==> src/rtl/pipe_hazard_id_if.sv <==
`default_nettype none
// ============================================================================
// Module  : pipe_hazard_id_if
// Purpose : ID-stage decode fields in, forwarding selects and stall/bubble out.
// Revision: 1.0 - initial release
// ============================================================================
interface pipe_hazard_id_if #(
    parameter int RW = 5
);
    logic [RW-1:0] IDrs;
    logic [RW-1:0] IDrt;
    logic          IDusesRs;
    logic          IDusesRt;
    logic          IDshift;
    logic          IDaluimm;
    logic          IDstore;
    logic          IDwreg;
    logic          IDm2reg;
    logic [RW-1:0] IDwn;
    logic          flush;
    logic [1:0]    selectAlua;
    logic [1:0]    selectAlub;
    logic [1:0]    isStoreHazards;
    logic          stall;
    logic          bubble;

    modport master (
        output IDrs, IDrt, IDusesRs, IDusesRt, IDshift, IDaluimm, IDstore,
               IDwreg, IDm2reg, IDwn, flush,
        input  selectAlua, selectAlub, isStoreHazards, stall, bubble
    );

    modport slave (
        input  IDrs, IDrt, IDusesRs, IDusesRt, IDshift, IDaluimm, IDstore,
               IDwreg, IDm2reg, IDwn, flush,
        output selectAlua, selectAlub, isStoreHazards, stall, bubble
    );
endinterface
`default_nettype wire

==> src/rtl/pipe_hazard_id.sv <==
`default_nettype none
// ============================================================================
// Module  : pipe_hazard_id
// Purpose : ID-stage forwarding-select and load-use stall controller with a
//           private shadow of the EX and MEM destination registers.
// Revision: 1.0 - initial release
// ============================================================================
module pipe_hazard_id #(
    parameter int RW = 5
) (
    input  wire logic          clk,
    input  wire logic          clr,
    pipe_hazard_id_if.slave    bus
);
    localparam logic [1:0]    c_SEL_REG = 2'd0;
    localparam logic [1:0]    c_SEL_IMM = 2'd1;
    localparam logic [1:0]    c_SEL_MEM = 2'd2;
    localparam logic [1:0]    c_SEL_WB  = 2'd3;
    localparam logic [1:0]    c_ST_QB   = 2'd0;
    localparam logic [1:0]    c_ST_MEM  = 2'd1;
    localparam logic [1:0]    c_ST_WB   = 2'd2;
    localparam logic [RW-1:0] c_ZERO    = '0;

    // MEM-slot m2reg is never consulted: a load in MEM is already forwardable.
    logic          r_exWreg;
    logic          r_exM2reg;
    logic [RW-1:0] r_exWn;
    logic          r_memWreg;
    logic [RW-1:0] r_memWn;

    logic       w_exRs, w_exRt, w_memRs, w_memRt;
    logic [1:0] w_fwdRs, w_fwdRt;
    logic [1:0] w_selA, w_selB, w_store;
    logic       w_stall, w_bubble;

    always_comb begin
        w_exRs  = r_exWreg  && (r_exWn  != c_ZERO) && (r_exWn  == bus.IDrs);
        w_exRt  = r_exWreg  && (r_exWn  != c_ZERO) && (r_exWn  == bus.IDrt);
        w_memRs = r_memWreg && (r_memWn != c_ZERO) && (r_memWn == bus.IDrs);
        w_memRt = r_memWreg && (r_memWn != c_ZERO) && (r_memWn == bus.IDrt);

        // A producer in EX will sit in MEM when this instruction reaches EX.
        w_fwdRs = w_exRs ? c_SEL_MEM : (w_memRs ? c_SEL_WB : c_SEL_REG);
        w_fwdRt = w_exRt ? c_SEL_MEM : (w_memRt ? c_SEL_WB : c_SEL_REG);

        w_selA = c_SEL_REG;
        if (bus.IDshift)
            w_selA = c_SEL_IMM;
        else if (bus.IDusesRs)
            w_selA = w_fwdRs;

        w_selB = c_SEL_REG;
        if (bus.IDaluimm)
            w_selB = c_SEL_IMM;
        else if (bus.IDusesRt)
            w_selB = w_fwdRt;

        w_store = c_ST_QB;
        if (bus.IDstore)
            w_store = w_exRt ? c_ST_MEM : (w_memRt ? c_ST_WB : c_ST_QB);

        w_stall  = r_exM2reg &&
                   ((bus.IDusesRs && !bus.IDshift && w_exRs) ||
                    (bus.IDusesRt && w_exRt));
        w_bubble = w_stall || bus.flush;
    end

    assign bus.selectAlua     = w_selA;
    assign bus.selectAlub     = w_selB;
    assign bus.isStoreHazards = w_store;
    assign bus.stall          = w_stall;
    assign bus.bubble         = w_bubble;

    always_ff @(posedge clk or posedge clr) begin
        if (clr) begin
            r_exWreg  <= 1'b0;
            r_exM2reg <= 1'b0;
            r_exWn    <= c_ZERO;
            r_memWreg <= 1'b0;
            r_memWn   <= c_ZERO;
        end else begin
            r_memWreg <= r_exWreg;
            r_memWn   <= r_exWn;
            r_exWreg  <= bus.IDwreg  & ~w_bubble;
            r_exM2reg <= bus.IDm2reg & ~w_bubble;
            r_exWn    <= bus.IDwn;
        end
    end
endmodule
`default_nettype wire

==> src/flat_wrapper.sv <==
// flat-port wrapper written by rule: the top's interface ports become plain ports
module pipe_hazard_id_flat 
#(
    parameter int RW = 5
)
  (clk, clr, bus_IDrs, bus_IDrt, bus_IDusesRs, bus_IDusesRt, bus_IDshift, bus_IDaluimm, bus_IDstore, bus_IDwreg, bus_IDm2reg, bus_IDwn, bus_flush, bus_selectAlua, bus_selectAlub, bus_isStoreHazards, bus_stall, bus_bubble);
  pipe_hazard_id_if #(.RW(RW)) bus_i ();
  input  wire logic clk;
  input  wire logic clr;
  input wire logic [$bits(bus_i.IDrs)-1:0] bus_IDrs;
  input wire logic [$bits(bus_i.IDrt)-1:0] bus_IDrt;
  input wire logic [$bits(bus_i.IDusesRs)-1:0] bus_IDusesRs;
  input wire logic [$bits(bus_i.IDusesRt)-1:0] bus_IDusesRt;
  input wire logic [$bits(bus_i.IDshift)-1:0] bus_IDshift;
  input wire logic [$bits(bus_i.IDaluimm)-1:0] bus_IDaluimm;
  input wire logic [$bits(bus_i.IDstore)-1:0] bus_IDstore;
  input wire logic [$bits(bus_i.IDwreg)-1:0] bus_IDwreg;
  input wire logic [$bits(bus_i.IDm2reg)-1:0] bus_IDm2reg;
  input wire logic [$bits(bus_i.IDwn)-1:0] bus_IDwn;
  input wire logic [$bits(bus_i.flush)-1:0] bus_flush;
  output wire logic [$bits(bus_i.selectAlua)-1:0] bus_selectAlua;
  output wire logic [$bits(bus_i.selectAlub)-1:0] bus_selectAlub;
  output wire logic [$bits(bus_i.isStoreHazards)-1:0] bus_isStoreHazards;
  output wire logic [$bits(bus_i.stall)-1:0] bus_stall;
  output wire logic [$bits(bus_i.bubble)-1:0] bus_bubble;
  assign bus_i.IDrs = bus_IDrs;
  assign bus_i.IDrt = bus_IDrt;
  assign bus_i.IDusesRs = bus_IDusesRs;
  assign bus_i.IDusesRt = bus_IDusesRt;
  assign bus_i.IDshift = bus_IDshift;
  assign bus_i.IDaluimm = bus_IDaluimm;
  assign bus_i.IDstore = bus_IDstore;
  assign bus_i.IDwreg = bus_IDwreg;
  assign bus_i.IDm2reg = bus_IDm2reg;
  assign bus_i.IDwn = bus_IDwn;
  assign bus_i.flush = bus_flush;
  assign bus_selectAlua = bus_i.selectAlua;
  assign bus_selectAlub = bus_i.selectAlub;
  assign bus_isStoreHazards = bus_i.isStoreHazards;
  assign bus_stall = bus_i.stall;
  assign bus_bubble = bus_i.bubble;
  pipe_hazard_id #(.RW(RW)) u_core (.clk(clk), .clr(clr), .bus(bus_i));
endmodule
==> config.mk <==
export PLATFORM = sky130hd
export DESIGN_NAME = pipe_hazard_id_flat
export DESIGN_NICKNAME = d
export VERILOG_FILES = /design/src/rtl/pipe_hazard_id_if.sv /design/src/rtl/pipe_hazard_id.sv /design/src/flat_wrapper.sv
export SDC_FILE = /design/constraint.sdc
export NUM_CORES = 1
export LEC_CHECK = 0
export CAP_MARGIN = 20
export CORE_MARGIN = 5
export CORE_UTILIZATION = 40
export DETAILED_ROUTE_END_ITERATION = 10
export DONT_BUFFER_PORTS = 1
export GPL_TIMING_DRIVEN = 1
export PLACE_DENSITY = 0.55
export SYNTH_ARGS = -nofsm -noshare
export SYNTH_HDL_FRONTEND = slang
export SYNTH_SLANG_ARGS = --single-unit
==> constraint.sdc <==
create_clock -name clk -period 2.3 [get_ports clk]
set_clock_uncertainty 0.15 [all_clocks]
set_input_delay 0.23 -clock clk [delete_from_list [all_inputs] [get_ports clk]]
set_output_delay 0.23 -clock clk [all_outputs]
set_load 0.005 [all_outputs]
==> results.md, run 1 <==
* Outcome: finished with violations
* Failing checks: setup timing
* Number of buffers created by CTS at 3
* Setup_tns at -0.0219 ns
* Vias in the first global route at around 610
* Total power per unit cell area at about 500 nW/um^2
* Violation count after the first detailed-route iteration at 4
* Number of design rule violations left after detail routing at 0
* Combined global-route utilization of all metal layers at 14.0%
* Number of synthesized register bits at 13
* Fraction of synthesized area in multiplexers at 0%
* Mapped Nets at 96
* Total setup violations reported at the end of the flow at 1
* Net switching power of the design at 123 uW
* Adder-cell share of the synthesized area at 0%
* GRT Residual Overflow at 0
* Placed Cells at 96
* Flop-to-flop setup slack at 0.34 ns
* RSZ-0062 raised after global routing: true
* Total half-perimeter wirelength after legalization and detailed placement at about 1.3 mm
* Combinational power share at between 15 and 20%
* First-pass iteration count of the detailed router at 2
* Startpoint class of the critical path: register
* Hold WS at around 0.25 ns
* Pin count of the biggest net entering global routing at 14
* Shortest period the worst path allows at 2.32 ns
* Worst-case setup margin in the final layout at -0.0219 ns
* Maximum capacitance violations at 0
* Skew-Pair Late Insertion Delay at between 0.2 and 0.3 ns
* Highest-count cells in the layout ignoring fill and taps: sky130_fd_sc_hd__xnor2_1, sky130_fd_sc_hd__dfrtp_1, sky130_fd_sc_hd__dlygate4sd3_1
* Final hold violations at 0
* Number of cell rows at 15
* Xor/xnor share of the synthesized area at a little under a quarter
* Mapped Cells at 71
* Fmax at about 0.43 GHz
* Portion of the post-synthesis area used by sequential elements at between 40% and 50%
* Maximum fanout along the worst path at 2
* Dominant synthesized flop cell: sky130_fd_sc_hd__dfrtp_1
* Per-cell routed wire length at around 15 um
* Maximum root-to-sink buffer count at 2
* Clk sinks at 13
* Deepest level of the CTS H-tree at 1
* Leakage power at 0.000363 uW
* Critical path endpoint category: output port
* Data required, critical path at ~1.9 ns
* Floorplan die area at approximately 2800 sq um
* CP delay by family, top: simple AND/OR/NAND/NOR gates
* Horizontal extent of the die at 52.7 um
* Path type of the worst min-delay path: input pin to async pin
* Layout overhead on the synthesized area at 29.5%
* Worst-case headroom to the max-slew limit at around two thirds
* Post-Layout Cell Count at 114
* Clock transition at the register clock pins on the worst setup and hold paths after CTS at about 0.080 ns
* Final Power at 474 uW
* Part of the total power dissipated in the clock network at roughly 30%
* Slew Limit Fails at 0
* CTS Root Buffer Type: sky130_fd_sc_hd__clkbuf_4
* CP peak stage delay at between 0.5 and 0.6 ns
* Die Y at ~53 um
* Data arrival time of the worst path at around 1.9 ns
* Number of synthesized flops with an enable pin at 0
* Fraction of registers with async set/reset at between 90% and 100%
* Post-synthesis average cell area at a little over 10 sq um
* Total wirelength of the detailed-routed design at around 1.7 mm
* Crit path buf inv count at 0
* Routed vias/inst at between 5 and 6
* Synth Cell Area at roughly 730 sq um
* Simple-gate area share of the yosys netlist at roughly 22%
* Count of warnings emitted by yosys at 0
* Placer Congestion at roughly 0.74
* Cell internal power dissipation at 351 uW
* Slew at the pin with the worst max-slew slack at about 0.48 ns
* Wire length of the first global-routing pass at about 2.7 mm
* Fraction of the mapped netlist area in compound gates at 7.53%
* Effective utilization at floorplan at a little over two fifths
* Final antenna diode count at 0
* Core outline area at approximately 1700 sq um
* IR Drop Worst-Case VDD at around 0.36 mV
* Net count of the finished layout at 115
* CP Cell Sequence: or4_4 > o21a_1 > and4_4 > or3_4
* Io pins at 33
* Combinational family with the most area after synthesis: XOR/XNOR gates
* Number of different library cells in the post-synthesis netlist at 26
* Slowest-stage cell, CP: sky130_fd_sc_hd__or4_4
* Part of the total power dissipated in sequential elements at 53.0%
* Part of the cycle the worst path needs at 101%
* TritonCTS clock tree: done
* Share of layout cells above drive strength 1 at roughly a fifth
* Number of input and output port buffers inserted at 0
* Antenna violations before repair at 0
* Path type of the worst setup path: register to output port
* Number of nets with antenna violations after routing at 0
* Fraction of power spent switching nets at 26.0%
* Routed via count at around 590
==> stage by stage <==
stage               util, %  cell area, sq um  setup WS [ns]
finish                 54.8               946        -0.0219
global route           54.8               946        -0.0753
CTS                    53.6               926        -0.0190
detailed placement     44.1               762          0.216
global placement       44.1               762          0.234
floorplan                 -               731          0.296
==> worst register-to-register path, cell delays in order (launching register included) <==
cell	delay, ns
sky130_fd_sc_hd__dfrtp_1	0.39
sky130_fd_sc_hd__or4_4	0.54
sky130_fd_sc_hd__o21a_1	0.22
sky130_fd_sc_hd__and4_4	0.18
sky130_fd_sc_hd__buf_4	0.13
sky130_fd_sc_hd__nor4b_1	0.25
==> Yosys cell counts, types with 2 or more instances <==
cell / count / share of area (%)
sky130_fd_sc_hd__dfrtp_1: 13 / 45
sky130_fd_sc_hd__xnor2_1: 13 / 16
sky130_fd_sc_hd__xor2_1: 7 / 8.4
sky130_fd_sc_hd__inv_1: 4 / 2.1
sky130_fd_sc_hd__nand3_1: 4 / 2.7
sky130_fd_sc_hd__nand2_1: 3 / 1.5
sky130_fd_sc_hd__nor3_1: 3 / 2.1
sky130_fd_sc_hd__or3_1: 3 / 2.6
sky130_fd_sc_hd__nor2_1: 2 / 1.0
sky130_fd_sc_hd__nor4b_1: 2 / 2.4
sky130_fd_sc_hd__or4_1: 2 / 2.1
==> path summary, 6_finish.rpt <==
kind                                       start               end  cells past startpoint
max in group asynchronous                    clr  u_core.r_exM2reg                      2
worst max register to register  u_core.r_exWn[2]  u_core.r_exM2reg                      5
worst min-delay path                         clr  u_core.r_exWn[3]                      2
min in group clk                    bus_IDusesRt   u_core.r_exWreg                      3
worst min register to register   u_core.r_exWreg  u_core.r_memWreg                      0
worst max-delay path            u_core.r_exWn[2]        bus_bubble                      4
==> sequential cells by signal, summed over array words and instances, names as in the netlist <==
signal            flops
u_core.r_memWn        5
u_core.r_exWreg       1
u_core.r_exWn         5
u_core.r_memWreg      1
u_core.r_exM2reg      1
==> metal layers <==
metal	vias to the layer above	track usage [%]	share of wire (%)	routed length, um
li1	285	-	-	-
met1	273	16.5	40	690
met2	25	21.9	47	804
met3	4	3.99	11	182
met4	0	8.94	2.8	48
met5	-	0	0	0
==> timing repair <==
action | in CTS | in global routing
hold buffers | 9 | 0
endpoints found under the hold margin | 20 | 0
endpoints found under the setup margin | 3 | 4
pin swaps | 2 | 3
resized for setup | 2 | 5
buffers inserted | 5 | 0
==> final cells by class <==
class                   instances  area, sq um
fillers                       168          781
multi-input cells              54          419
flip-flops and latches         13          325
repair buffers                 14          128
well taps                      25         31.3
clock buffers                   3         22.5
inverters                       4         15.0
clock inverters                 1         5.00
==> power groups by stage <==
stage	logic (uW)	registers [uW]	clock network, uW
floorplan	50.6	254	0
CTS	80.6	251	148
global route	93.3	253	153
finish	82.2	251	140
global placement	59.0	257	0
detailed placement	59.3	258	0
==> kinds of logic (layout without fill, tap and decap cells) <==
logic type,count (synthesis),in the layout
and+or+nand+nor,26,26
buffers and inverters,4,22
DFF,13,13
xor gates and xnor gates,20,20
AOI/OAI and AO/OA,8,8
(Power assumes the default switching activity.)
==> run 2, diff against run 1 <==
Settings changed: PLACE_DENSITY 0.55 to 0.57.
Clock period 2.3 ns to 1.95 ns, I/O delays scaled along.
==> run 2 against run 1 <==
Effect of this change: the run still ends with setup timing left; via count increased by 8.0%; flip-flop and latch count unchanged; largest cell class unchanged; critical path depth did not move; die area is the same; worst hold slack worse by 0.027 ns; routed wire length grew 7.8%.
==> results.md, run 2 (synthesis results as in run 1) <==
* Outcome: finished with violations
* Failing checks: setup timing
* Highest-count cells in the layout ignoring fill and taps: sky130_fd_sc_hd__dfrtp_1, sky130_fd_sc_hd__buf_4, sky130_fd_sc_hd__xnor2_1, sky130_fd_sc_hd__dlygate4sd3_1, sky130_fd_sc_hd__xor2_1
* Maximum fanout along the worst path at 3
* Final hold violations at 0
* CTS Root Buffer Type: sky130_fd_sc_hd__clkbuf_4
* Flop-to-flop setup slack at 0.02 ns
* Part of the total power dissipated in sequential elements at approximately 50%
* Total wirelength of the detailed-routed design at between 1.5 and 2 mm
* Placed Cells at approximately 100
* Placer Congestion at between 0.7 and 0.8
* Final Power at approximately 590 uW
* Final antenna diode count at 0
* Slew at the pin with the worst max-slew slack at 0.497 ns
* Routed vias/inst at between 5 and 6
* Number of design rule violations left after detail routing at 0
* Layout overhead on the synthesized area at 50.9%
* Worst-case setup margin in the final layout at -0.308 ns
* Total power per unit cell area at around 530 nW/um^2
* Maximum capacitance violations at 0
* Total half-perimeter wirelength after legalization and detailed placement at 1.40 mm
* Skew-Pair Late Insertion Delay at approximately 0.28 ns
* GRT Residual Overflow at 0
* Wire length of the first global-routing pass at around 2.8 mm
* Number of buffers created by CTS at 3
* Path type of the worst setup path: register to output port
* Worst Reg2Reg Path Length in Cells at 5
* Number of input and output port buffers inserted at 0
* Horizontal extent of the die at about 53 um
* Effective utilization at floorplan at between 40% and 50%
* Post-Layout Cell Count at between 100 and 150
* Deepest level of the CTS H-tree at 1
* First-pass iteration count of the detailed router at 6
* Cell internal power dissipation at approximately 430 uW
* Floorplan die area at 2780 sq um
* TritonCTS clock tree: done
* Startpoint class of the critical path: register
* Share of the core filled with cells in the final layout at a little under two thirds
* Part of the total power dissipated in the clock network at between 20% and 30%
* Net switching power of the design at ~160 uW
* Fraction of power spent switching nets at a little over a quarter
* Number of nets with antenna violations after routing at 0
* Shortest period the worst path allows at ~2.3 ns
* Critical path endpoint category: output port
* IR Drop Worst-Case VDD at roughly 0.37 mV
* Critical register-to-register path endpoint: u_core.r_exM2reg
* Total setup violations reported at the end of the flow at 8
* Registers with the most flip-flops: u_core.r_exWn x5, u_core.r_memWn x5
* Die Y at between 50 and 60 um
* Source of the worst register-to-register timing path: u_core.r_exWn[4]
* Combined global-route utilization of all metal layers at about 15%
* Maximum root-to-sink buffer count at 2
* Vias in the first global route at roughly 640
* Data required, critical path at between 1.5 and 2 ns
* Slew Limit Fails at 0
* Clock transition at the register clock pins on the worst setup and hold paths after CTS at 0.08 ns
* Violation count after the first detailed-route iteration at 10
* RSZ-0062 raised after global routing: true
* Io pins at 33
* CP Cell Sequence: or4_4 > o21a_1 > and4_4 > or3_4
* Per-cell routed wire length at approximately 15 um
* CP peak stage delay at ~0.54 ns
* Slowest-stage cell, CP: sky130_fd_sc_hd__or4_4
* Combinational power share at between 20 and 25%
* Worst-case headroom to the max-slew limit at between 60 and 70%
* Number of cell rows at 15
* Most common cell after layout, fill and taps aside: sky130_fd_sc_hd__dfrtp_1
* Share of layout cells above drive strength 1 at between 30 and 40%
* Path type of the worst min-delay path: input pin to async pin
* Data arrival time of the worst path at approximately 1.9 ns
* Routed via count at between 600 and 700
* Part of the cycle the worst path needs at 116%
* Pin count of the biggest net entering global routing at 14
* Fmax at ~0.44 GHz
* Core outline area at roughly 1700 sq um
* Leakage power at around 0.00043 uW
* Antenna violations before repair at 0
* Clk sinks at 13
* Net count of the finished layout at 121
==> run 2: changes by cell type in the layout (fill, tap and decap cells not counted), moves of 2 or more <==
cell	delta
sky130_fd_sc_hd__xnor2_2	+4
sky130_fd_sc_hd__nand3_1	-2
sky130_fd_sc_hd__nor3_1	-2
sky130_fd_sc_hd__xnor2_1	-4
sky130_fd_sc_hd__buf_4	+6
==> run 2: repair_timing <==
action,in CTS,in global routing
buffers inserted,3,2
resized for setup,15,12
pin swaps,8,6
endpoints found under the hold margin,20,0
setup endpoints to repair,8,10
hold buffers,9,0
==> run 2: layout make-up <==
class | count | area [sq um]
inverters | 4 | 15.0
multi-input cells | 54 | 532
flip-flops and latches | 13 | 325
clock buffers | 4 | 26.3
fillers | 144 | 624
well taps | 25 | 31.3
repair buffers | 20 | 173
==> run 2: how the worst max path moves through the flow <==
stage	to	slack, ns	cells after the start	start
CTS	bus_bubble	-0.30	4	u_core.r_exWn[1]
global route	bus_bubble	-0.37	4	u_core.r_exWn[4]
detailed placement	bus_bubble	0.008	4	u_core.r_exWn[1]
finish	bus_bubble	-0.31	4	u_core.r_exWn[4]
global placement	bus_bubble	0.01	4	u_core.r_exWn[1]
floorplan	bus_bubble	-0.02	4	u_core.r_exWn[1]
==> run 2: power groups by stage <==
| stage | registers [uW] | clock network (uW) | logic [uW] |
|---|---|---|---|
| 6_report | 295 | 165 | 130 |
| 5_1_grt | 297 | 186 | 141 |
| 4_1_cts | 295 | 170 | 117 |
| 3_5_place_dp | 300 | 0 | 82.8 |
| 3_3_place_gp | 299 | 0 | 82.1 |
| 2_1_floorplan | 300 | 0 | 59.6 |
==> run 2: through the flow <==
step | worst slack, ns | area [sq um] | setup TNS, ns | hold slack, ns
2_1_floorplan | -0.0187 | 731 | -0.0187 | -0.0780
3_3_place_gp | 0.0124 | 815 | 0 | -0.0245
3_5_place_dp | 0.00824 | 815 | 0 | -0.0215
4_1_cts | -0.295 | 1030 | -1.63 | 0.230
5_1_grt | -0.366 | 1100 | -1.80 | 0.259
6_report | -0.308 | 1100 | -1.14 | 0.224
==> run 2: worst max-delay path: cells and delay by family, from the launching register on <==
family           cells  cell delay [ns]
AND/OR/NAND/NOR      3             1.05
AO/OA/AOI/OAI        1             0.21
flip-flops           1             0.38
==> run 2: metal layers <==
layer,global-route usage (%),share of wire (%),vias to the layer above
met2,26.7,52,32
met1,15.6,38,297
met4,6.38,1.6,0
met3,3.99,7.7,4
li1,-,-,301
met5,0,0,-
